<file path="config.mk">
export PLATFORM = sky130hd
export DESIGN_NAME = clint_timer
export DESIGN_NICKNAME = d
export VERILOG_FILES = /design/src/rtl/clint_timer.sv
export SDC_FILE = /design/constraint.sdc
export NUM_CORES = 1
export LEC_CHECK = 0
export BUFFER_PORTS_ARGS = -buffer_cell sky130_fd_sc_hd__buf_2
export CAP_MARGIN = 0
export CORE_ASPECT_RATIO = 0.9
export CORE_MARGIN = 4
export CORE_UTILIZATION = 55
export CTS_CLUSTER_DIAMETER = 50
export DETAILED_ROUTE_END_ITERATION = 12
export PLACE_DENSITY = 0.78
export SLEW_MARGIN = 40
export SYNTH_ARGS = -nofsm -noshare
export SYNTH_HDL_FRONTEND = slang
export SYNTH_SLANG_ARGS = --single-unit
</file>
<file path="constraint.sdc">
create_clock -name clk -period 19.9 [get_ports clk]
set_input_delay 5.97 -clock clk [delete_from_list [all_inputs] [get_ports clk]]
set_output_delay 5.97 -clock clk [all_outputs]
set_load 0.005 [all_outputs]
</file>
<file path="src/rtl/clint_timer.sv">
// Core-local interruptor: mtime/mtimecmp timer with a single-outstanding request/response slave.
// Define CLINT_MSIP_EN to add the msip software-interrupt register and the clint_msip output.
module clint_timer #(
    parameter logic [63:0] BASE_ADDR = 64'h0000_0000_0200_0000,
    parameter int unsigned TICK_DIV  = 1,
    parameter int unsigned DIV_W     = 8
) (
    input  logic        clk,
    input  logic        rst,
    input  logic        req_valid,
    output logic        req_ready,
    input  logic        req_write,
    input  logic [63:0] req_addr,
    input  logic [63:0] req_wdata,
    input  logic [7:0]  req_wstrb,
    output logic        resp_valid,
    input  logic        resp_ready,
    output logic [63:0] resp_rdata,
    output logic        resp_err,
    output logic        clint_mtip
`ifdef CLINT_MSIP_EN
    ,
    output logic        clint_msip
`endif
);

    typedef enum logic {IDLE, RESP} state_t;

    localparam logic [DIV_W-1:0] DIV_MAX = DIV_W'(TICK_DIV - 1);

    state_t           state;
    logic [63:0]      mtime;
    logic [63:0]      mtimecmp;
    logic [DIV_W-1:0] prescaler;

    logic [63:0]      offset;
    logic [63:0]      wmask;
    logic [63:0]      rdata_next;
    logic [63:0]      mtime_next;
    logic [63:0]      mtimecmp_next;
    logic [DIV_W-1:0] prescaler_next;
    logic             tick;
    logic             accept;
    logic             hit_time;
    logic             hit_cmp;
    logic             hit_msip;
    logic             err_next;

`ifdef CLINT_MSIP_EN
    logic msip;
`endif

    // Decode, tick and next-state computation; a bus write to mtime overrides that cycle's tick.
    always_comb begin
        offset   = req_addr - BASE_ADDR;
        accept   = req_valid && req_ready;
        hit_cmp  = (offset == 64'h4000);
        hit_time = (offset == 64'hBFF8);
`ifdef CLINT_MSIP_EN
        hit_msip = (offset == 64'h0000);
`else
        hit_msip = 1'b0;
`endif
        err_next = (req_addr[2:0] != 3'b000) || !(hit_cmp || hit_time || hit_msip);

        wmask = '0;
        for (int i = 0; i < 8; i++) begin
            wmask[8*i +: 8] = {8{req_wstrb[i]}};
        end

        tick           = (prescaler == DIV_MAX);
        prescaler_next = tick ? '0 : prescaler + DIV_W'(1);
        mtime_next     = tick ? mtime + 64'd1 : mtime;
        mtimecmp_next  = mtimecmp;
        rdata_next     = '0;

        if (accept && !err_next) begin
            if (req_write) begin
                if (hit_time) begin
                    mtime_next = (mtime & ~wmask) | (req_wdata & wmask);
                end
                if (hit_cmp) begin
                    mtimecmp_next = (mtimecmp & ~wmask) | (req_wdata & wmask);
                end
            end else begin
                if (hit_time) begin
                    rdata_next = mtime;
                end
                if (hit_cmp) begin
                    rdata_next = mtimecmp;
                end
`ifdef CLINT_MSIP_EN
                if (hit_msip) begin
                    rdata_next = {63'd0, msip};
                end
`endif
            end
        end
    end

    always_ff @(posedge clk or posedge rst) begin
        if (rst) begin
            mtime      <= '0;
            mtimecmp   <= '1;
            prescaler  <= '0;
            clint_mtip <= 1'b0;
            state      <= IDLE;
            req_ready  <= 1'b1;
            resp_valid <= 1'b0;
            resp_rdata <= '0;
            resp_err   <= 1'b0;
        end else begin
            mtime      <= mtime_next;
            mtimecmp   <= mtimecmp_next;
            prescaler  <= prescaler_next;
            clint_mtip <= (mtime_next >= mtimecmp_next);
            case (state)
                IDLE: begin
                    if (accept) begin
                        state      <= RESP;
                        req_ready  <= 1'b0;
                        resp_valid <= 1'b1;
                        resp_rdata <= rdata_next;
                        resp_err   <= err_next;
                    end
                end
                RESP: begin
                    // Returning to IDLE takes a full cycle so a new request is never taken alongside the handshake.
                    if (resp_ready) begin
                        state      <= IDLE;
                        req_ready  <= 1'b1;
                        resp_valid <= 1'b0;
                        resp_rdata <= '0;
                        resp_err   <= 1'b0;
                    end
                end
                default: begin
                    state      <= IDLE;
                    req_ready  <= 1'b1;
                    resp_valid <= 1'b0;
                end
            endcase
        end
    end

`ifdef CLINT_MSIP_EN
    always_ff @(posedge clk or posedge rst) begin
        if (rst) begin
            msip <= 1'b0;
        end else if (accept && !err_next && req_write && hit_msip && req_wstrb[0]) begin
            msip <= req_wdata[0];
        end
    end

    assign clint_msip = msip;
`endif

endmodule

</file>
**Word-level counts from Yosys, hierarchy flattened**

Index checks and enable logic that the tools add are counted.

- Add/subtract/negate cells: 3
- $lt $le $gt $ge: 1
- Eq/ne operators: 4
- Mux-type cells: 26
- Bitwise logic cells: 7
- Reduce and logical (&&, ||, !) cells: 9

Operators with widths:

| kind | number |
|---|---|
| $mux W64 | 13 |
| $and A64 B64 Y64 | 3 |
| $or A64 B64 Y64 | 2 |
| $pmux W64 S2 | 1 |
| $add A64 B1 Y64 const B | 1 |
| $eq A64 B15 Y1 const B | 1 |
| $eq A64 B16 Y1 const B | 1 |
| $ge A64 B64 Y1 | 1 |
| $not A64 Y64 | 1 |
| $sub A64 B26 Y64 const B | 1 |
| $add A8 B1 Y8 const B | 1 |
| $logic_not A8 Y1 | 1 |
| $mux W8 | 1 |
| $pmux W1 S2 | 4 |
| $mux W1 | 7 |
| $ne A2 B2 Y1 const B | 2 |
| $reduce_bool A3 Y1 | 1 |
| $logic_and A1 B1 Y1 | 2 |
| $logic_not A1 Y1 | 2 |
| $logic_or A1 B1 Y1 | 2 |
| $reduce_and A2 Y1 | 1 |
| $not A1 Y1 | 1 |

- Register bits: 205
- Bits of input ports: 141
- Output and inout bits: 68

**Depth between registers and ports, before layout**

- Depth after elaboration: 10
- Mapped depth: 24

**Worst setup path after synthesis**

No wires, ideal clock.

- Path type: input to register
- From: in req_addr[44]
- To: reg clint_mtip
- Library setup time: 0.118 ns
- Arrival: 9.951 ns
- Data required time: 19.782 ns
- Setup slack: 9.831 ns
- Stages: 21
- Path buffers: 2
- Path through: or4_4 -> and4bb_1 -> nand4_1 -> o31a_1 -> o21a_1 -> and4_1 -> buf_2 -> buf_2 -> a31oi_1 -> o21bai_1 -> o221a_2 -> ha_1 -> a21o_1 -> a21o_1 -> a21o_1 -> a211oi_1 -> o21ai_0 -> nor2b_1 -> nor4_1 -> o21ai_0 -> a21o_1

- Longest elaborated chain between the ends: 9
- Elaborated cells between the ends (all ways): 15

Ends and longest elaborated chain:

| element | RTL line | text |
|---|---|---|
| start: declaration | 13 | `input logic [63:0] req_addr,` |
| $sub A64 B26 Y64 * | 55 | `offset = req_addr - BASE_ADDR;` |
| $eq A64 B15 Y1 or $eq A64 B16 Y1 (tied branches) | 57, 58 |  |
| $logic_or A1 B1 Y1 | 64 | `err_next = (req_addr[2:0] != 3'b000) \|\| !(hit_cmp \|\| hit_time \|\| hit_msip);` |
| $logic_not A1 Y1 | 64 |  |
| $logic_or A1 B1 Y1 | 64 |  |
| $logic_not A1 Y1 | 77 | `if (accept && !err_next) begin` |
| $logic_and A1 B1 Y1 | 77 |  |
| $mux W64 * | 77 |  |
| net mtime_next[33] | 39 | `logic [63:0] mtime_next;` |
| $ge A64 B64 Y1 * | 116 | `clint_mtip <= (mtime_next >= mtimecmp_next);` |
| end signal: assignment | 116 |  |
| end: declaration | 20 | `output logic clint_mtip` |

The timed path passes the listed nets; every way through them passes the cells marked *.
A chain may end at the register's enable or synchronous reset.

**Worst setup path in the final report**

- From: in req_addr[25]
- To: reg clint_mtip

- Longest elaborated chain between the ends: 9
- Elaborated cells between the ends (all ways): 15

Ends and longest elaborated chain:

| element | RTL line |
|---|---|
| $sub A64 B26 Y64 * | 55 |
| $eq A64 B15 Y1 or $eq A64 B16 Y1 (tied branches) | 57, 58 |
| $logic_or A1 B1 Y1 | 64 |
| $logic_not A1 Y1 | 64 |
| $logic_or A1 B1 Y1 | 64 |
| $logic_not A1 Y1 | 77 |
| $logic_and A1 B1 Y1 | 77 |
| $mux W64 | 77 |
| $ge A64 B64 Y1 * | 116 |

Every way passes the cells marked *; elsewhere a longest branch is shown, timed or not.

==> flow_summary.ini <==
[synthesis]
yosys.cell_count.top_type = nand2_1
synth_warnings = 0
postSynth.asyncResetShare = 1.00
dominantRegCellSynth = dfrtp_1
ys_top_cells_by_area = dfrtp_1 28%, dfstp_2 13%, mux2i_1 9.0%
area_share_of_the_largest_cell_type_after_synthesis = 0.277
synth.top_cells.by_count = 159 x nand2_1, 140 x dfrtp_1, 114 x mux2i_1, 99 x o21ai_0, 95 x nor2_1
mappedNetlistNets = 1508
synth_top_cell_by_area = dfrtp_1
distinct_cells_synth = 61
syn_area_per_cell_um2 = 9.75
synthesis.area_mm2 = 0.0127
postSynthCellCount = 1299
portion_of_the_post_synthesis_area_used_by_sequential_elements = 0.412
synth_seq_cells = 205
synth-edff-count = 0

[worst_setup_path]
worstSetupEndpointType = flop
cp.buffers_inverters = 3
timing.critical_path.mode_cell = a21o_1
cp_slowest_cell = nor3b_1
critical_path.reg2reg.startpoint = mtime[32]
critical-path-top-delay-family = simple AND/OR/NAND/NOR gates
criticalPathCategory = in2reg
worst_ep_required_time_ps = 20330
setup.worst_path.start_class = input port
start_point_of_the_critical_path = req_addr[25]
crit_arrival_ps = 11470
crit_fanout = 68
max_stage_delay_ps = 690
worstPathCellList = buf_2, inv_1, ha_1, nor3b_1, nand2_1, o21ai_0, nand4b_1, and4b_1, and4_2, buf_4, nand2b_1, a21o_1, o211ai_1, ha_1, nand2b_1, a21o_1, a21oi_1, o21ai_0, a31oi_1, nor3_1, nor3_1, o31ai_1, a21o_1

[floorplanning]
chipHeight_um = 152
floorplan.die.width_um = 168
dieArea_mm2 = 0.0255
core_area_mm2 = 0.0226
ioPinCount = 209
rows = 52
initial_core_util = 0.561

[route]
finalWirelength_um = 34900
drt_first_iter_violations = 793
drt-pass1-iter-count = 5
dr_total_vias = 11100
post_drt_wl_per_cell_um = 19.2
route.detailed.drc = 0
via_count_normalized_by_instance_count = 6.09
antenna_left = 0

[grt]
pin_count_of_the_biggest_net_entering_global_routing = 151
antenna_found_initial = 3
gr-total-overflow = 0
grt_first_pass_wirelength_um = 56900
first_global_vias = 11000
global_router_s_overall_resource_usage = 0.264

[final_layout]
finish.instance_area_mm2 = 0.0149
proportion_of_layout_cells_with_a_drive_suffix_above_1 = 0.286
area_delta_synth_final_pct = 17.8
instances_no_fill = 1818
final_net_count = 1706

[run_status]
run_status = complete, no violations

[power]
design_power_total_mw = 0.981
ir_drop_mv = 0.0573
cellLeakagePower_nw = 7.68
pwr_density_cell_mw_per_mm2 = 65.8

[cts]
cts_htree_levels = 1
cts_tree = yes
cts_inserted_buffers = 27
ctsLongestPathBuffers = 3
clk-insertion-delay-late_ps = 540
cts_setup_buffers = 0
library_cell_used_as_clock_root_buffer = clkbuf_16
cts_resized = 0
clkSlewWorstSetupHoldPaths_ps = 60
cts_hold_buffers = 0
clock-sinks = 205

[placed_design]
placed_area_mm2 = 0.0139
hpwl_um = 24900
dp_slack_ps = 8430
port_buffers = 208
place_congestion = 0.891
numPlacedInstances = 1765

[timing]
worst_clock_skew_ps = 19.7
slew_headroom = 0.463
count_of_final_max_slew_check_failures = 0
final_min_period_over_clock_period = 0.555
setup_violations = 0
period_needed_ps = 11050
least_margin_pin_slew_ps = 798
postLayoutSetupSlackWorst_ps = 8850
hold_violations = 0
fin_setup_tns_ps = 0
grt_setup_unrepaired = false
clock.fmax_mhz = 90.5

[min_path]
min_from = resp_err
class_of_the_worst_hold_path = reg2reg

[job]
cap_violations = 0
## metal layers
metal | part of all wire | GRT usage | wire (um) | up-vias
met5 | 0 | 0 | 0 | -
met1 | 0.46 | 0.387 | 16000 | 5364
li1 | - | - | - | 5240
met2 | 0.44 | 0.406 | 15500 | 391
met4 | 0.033 | 0.0866 | 1160 | 0
met3 | 0.063 | 0.0385 | 2190 | 73
## worst reg2reg max path, cell delays in order (launching register included)
cell     delay (ps)
dfrtp_1         440
nand3_1         190
nor4_1          730
nand2_1         220
or4b_1          690
nor2_1          570
nand2_1         240
o221a_2         290
ha_1            290
a21o_1          180
a21o_1          170
a21oi_1         140
nor2b_1          60
o21ai_0         180
a31oi_1         140
nor2_1          170
o21ai_0         120
a21o_1          160
## through the flow
stage / utilization / hold slack, ps
floorplan: - / 446
global placement: 0.616 / 449
detailed placement: 0.617 / 453
CTS: 0.660 / 466
global route: 0.661 / 482
finish: 0.661 / 472
## path summary, 6_finish.rpt
kind	to	slack, ps	depth (start not counted)
setup / recovery	clint_mtip	8850	23
hold / removal	resp_err	470	2
setup reg to reg	clint_mtip	14800	17
hold reg to reg	resp_err	470	2
max in group asynchronous	mtime[62]	13070	3
min in group asynchronous	resp_rdata[54]	5500	2
## sequential cells by signal, summed over array words and instances, names as in the netlist
signal,flops
req_ready,1
resp_err,1
resp_valid,1
resp_rdata,64
state,1
prescaler,8
mtimecmp,64
mtime,64
clint_mtip,1
## logic make-up after synthesis
group / share of synthesized area
XOR/XNOR: 0.00761
AO/OA/AOI/OAI: 0.146
AND/OR/NAND/NOR: 0.189
multiplexers: 0.152
buffers and inverters: 0.0269
adder cells (fa/ha/maj): 0.0672
flip-flops: 0.412
## cell usage in the layout (no fill, tap or decap), drive strengths merged, types with 7 or more instances in the layout
cell and n:
o211a 12, and2 7, buf 219, xnor2 8, o221a 14, nand3b 7
and3 14, clkbuf 34, nand3 45, o21ai 100, nor2 95, nor2b 10
a31oi 12, o22ai 16, mux2 65, a211oi 9, nand2 167, a21oi 61
ha 68, nor4 25, inv 24, or4 7, nand4 36, a22oi 13
nand2b 11, o21bai 24, nor3 26, mux2i 114, dfrtp 140, a21o 17
and4 7, dfstp 65
## where the power goes
group	switching, mW	total (mW)	internal, mW
logic	0.0271	0.0429	0.0159
registers	0.000752	0.420	0.419
clock network	0.195	0.518	0.323
total	0.223	0.981	0.758
## area by class of cell
class	instances	area [um2]
Multi-Input combinational cell	1026	7150
Clock buffer	34	752
Inverter	18	83.8
Fill cell	1827	7650
Tap cell	297	372
Clock inverter	16	219
Sequential cell	205	5210
Timing Repair Buffer	219	1120
Antenna cell	3	7.51
(Power assumes the default switching activity.)
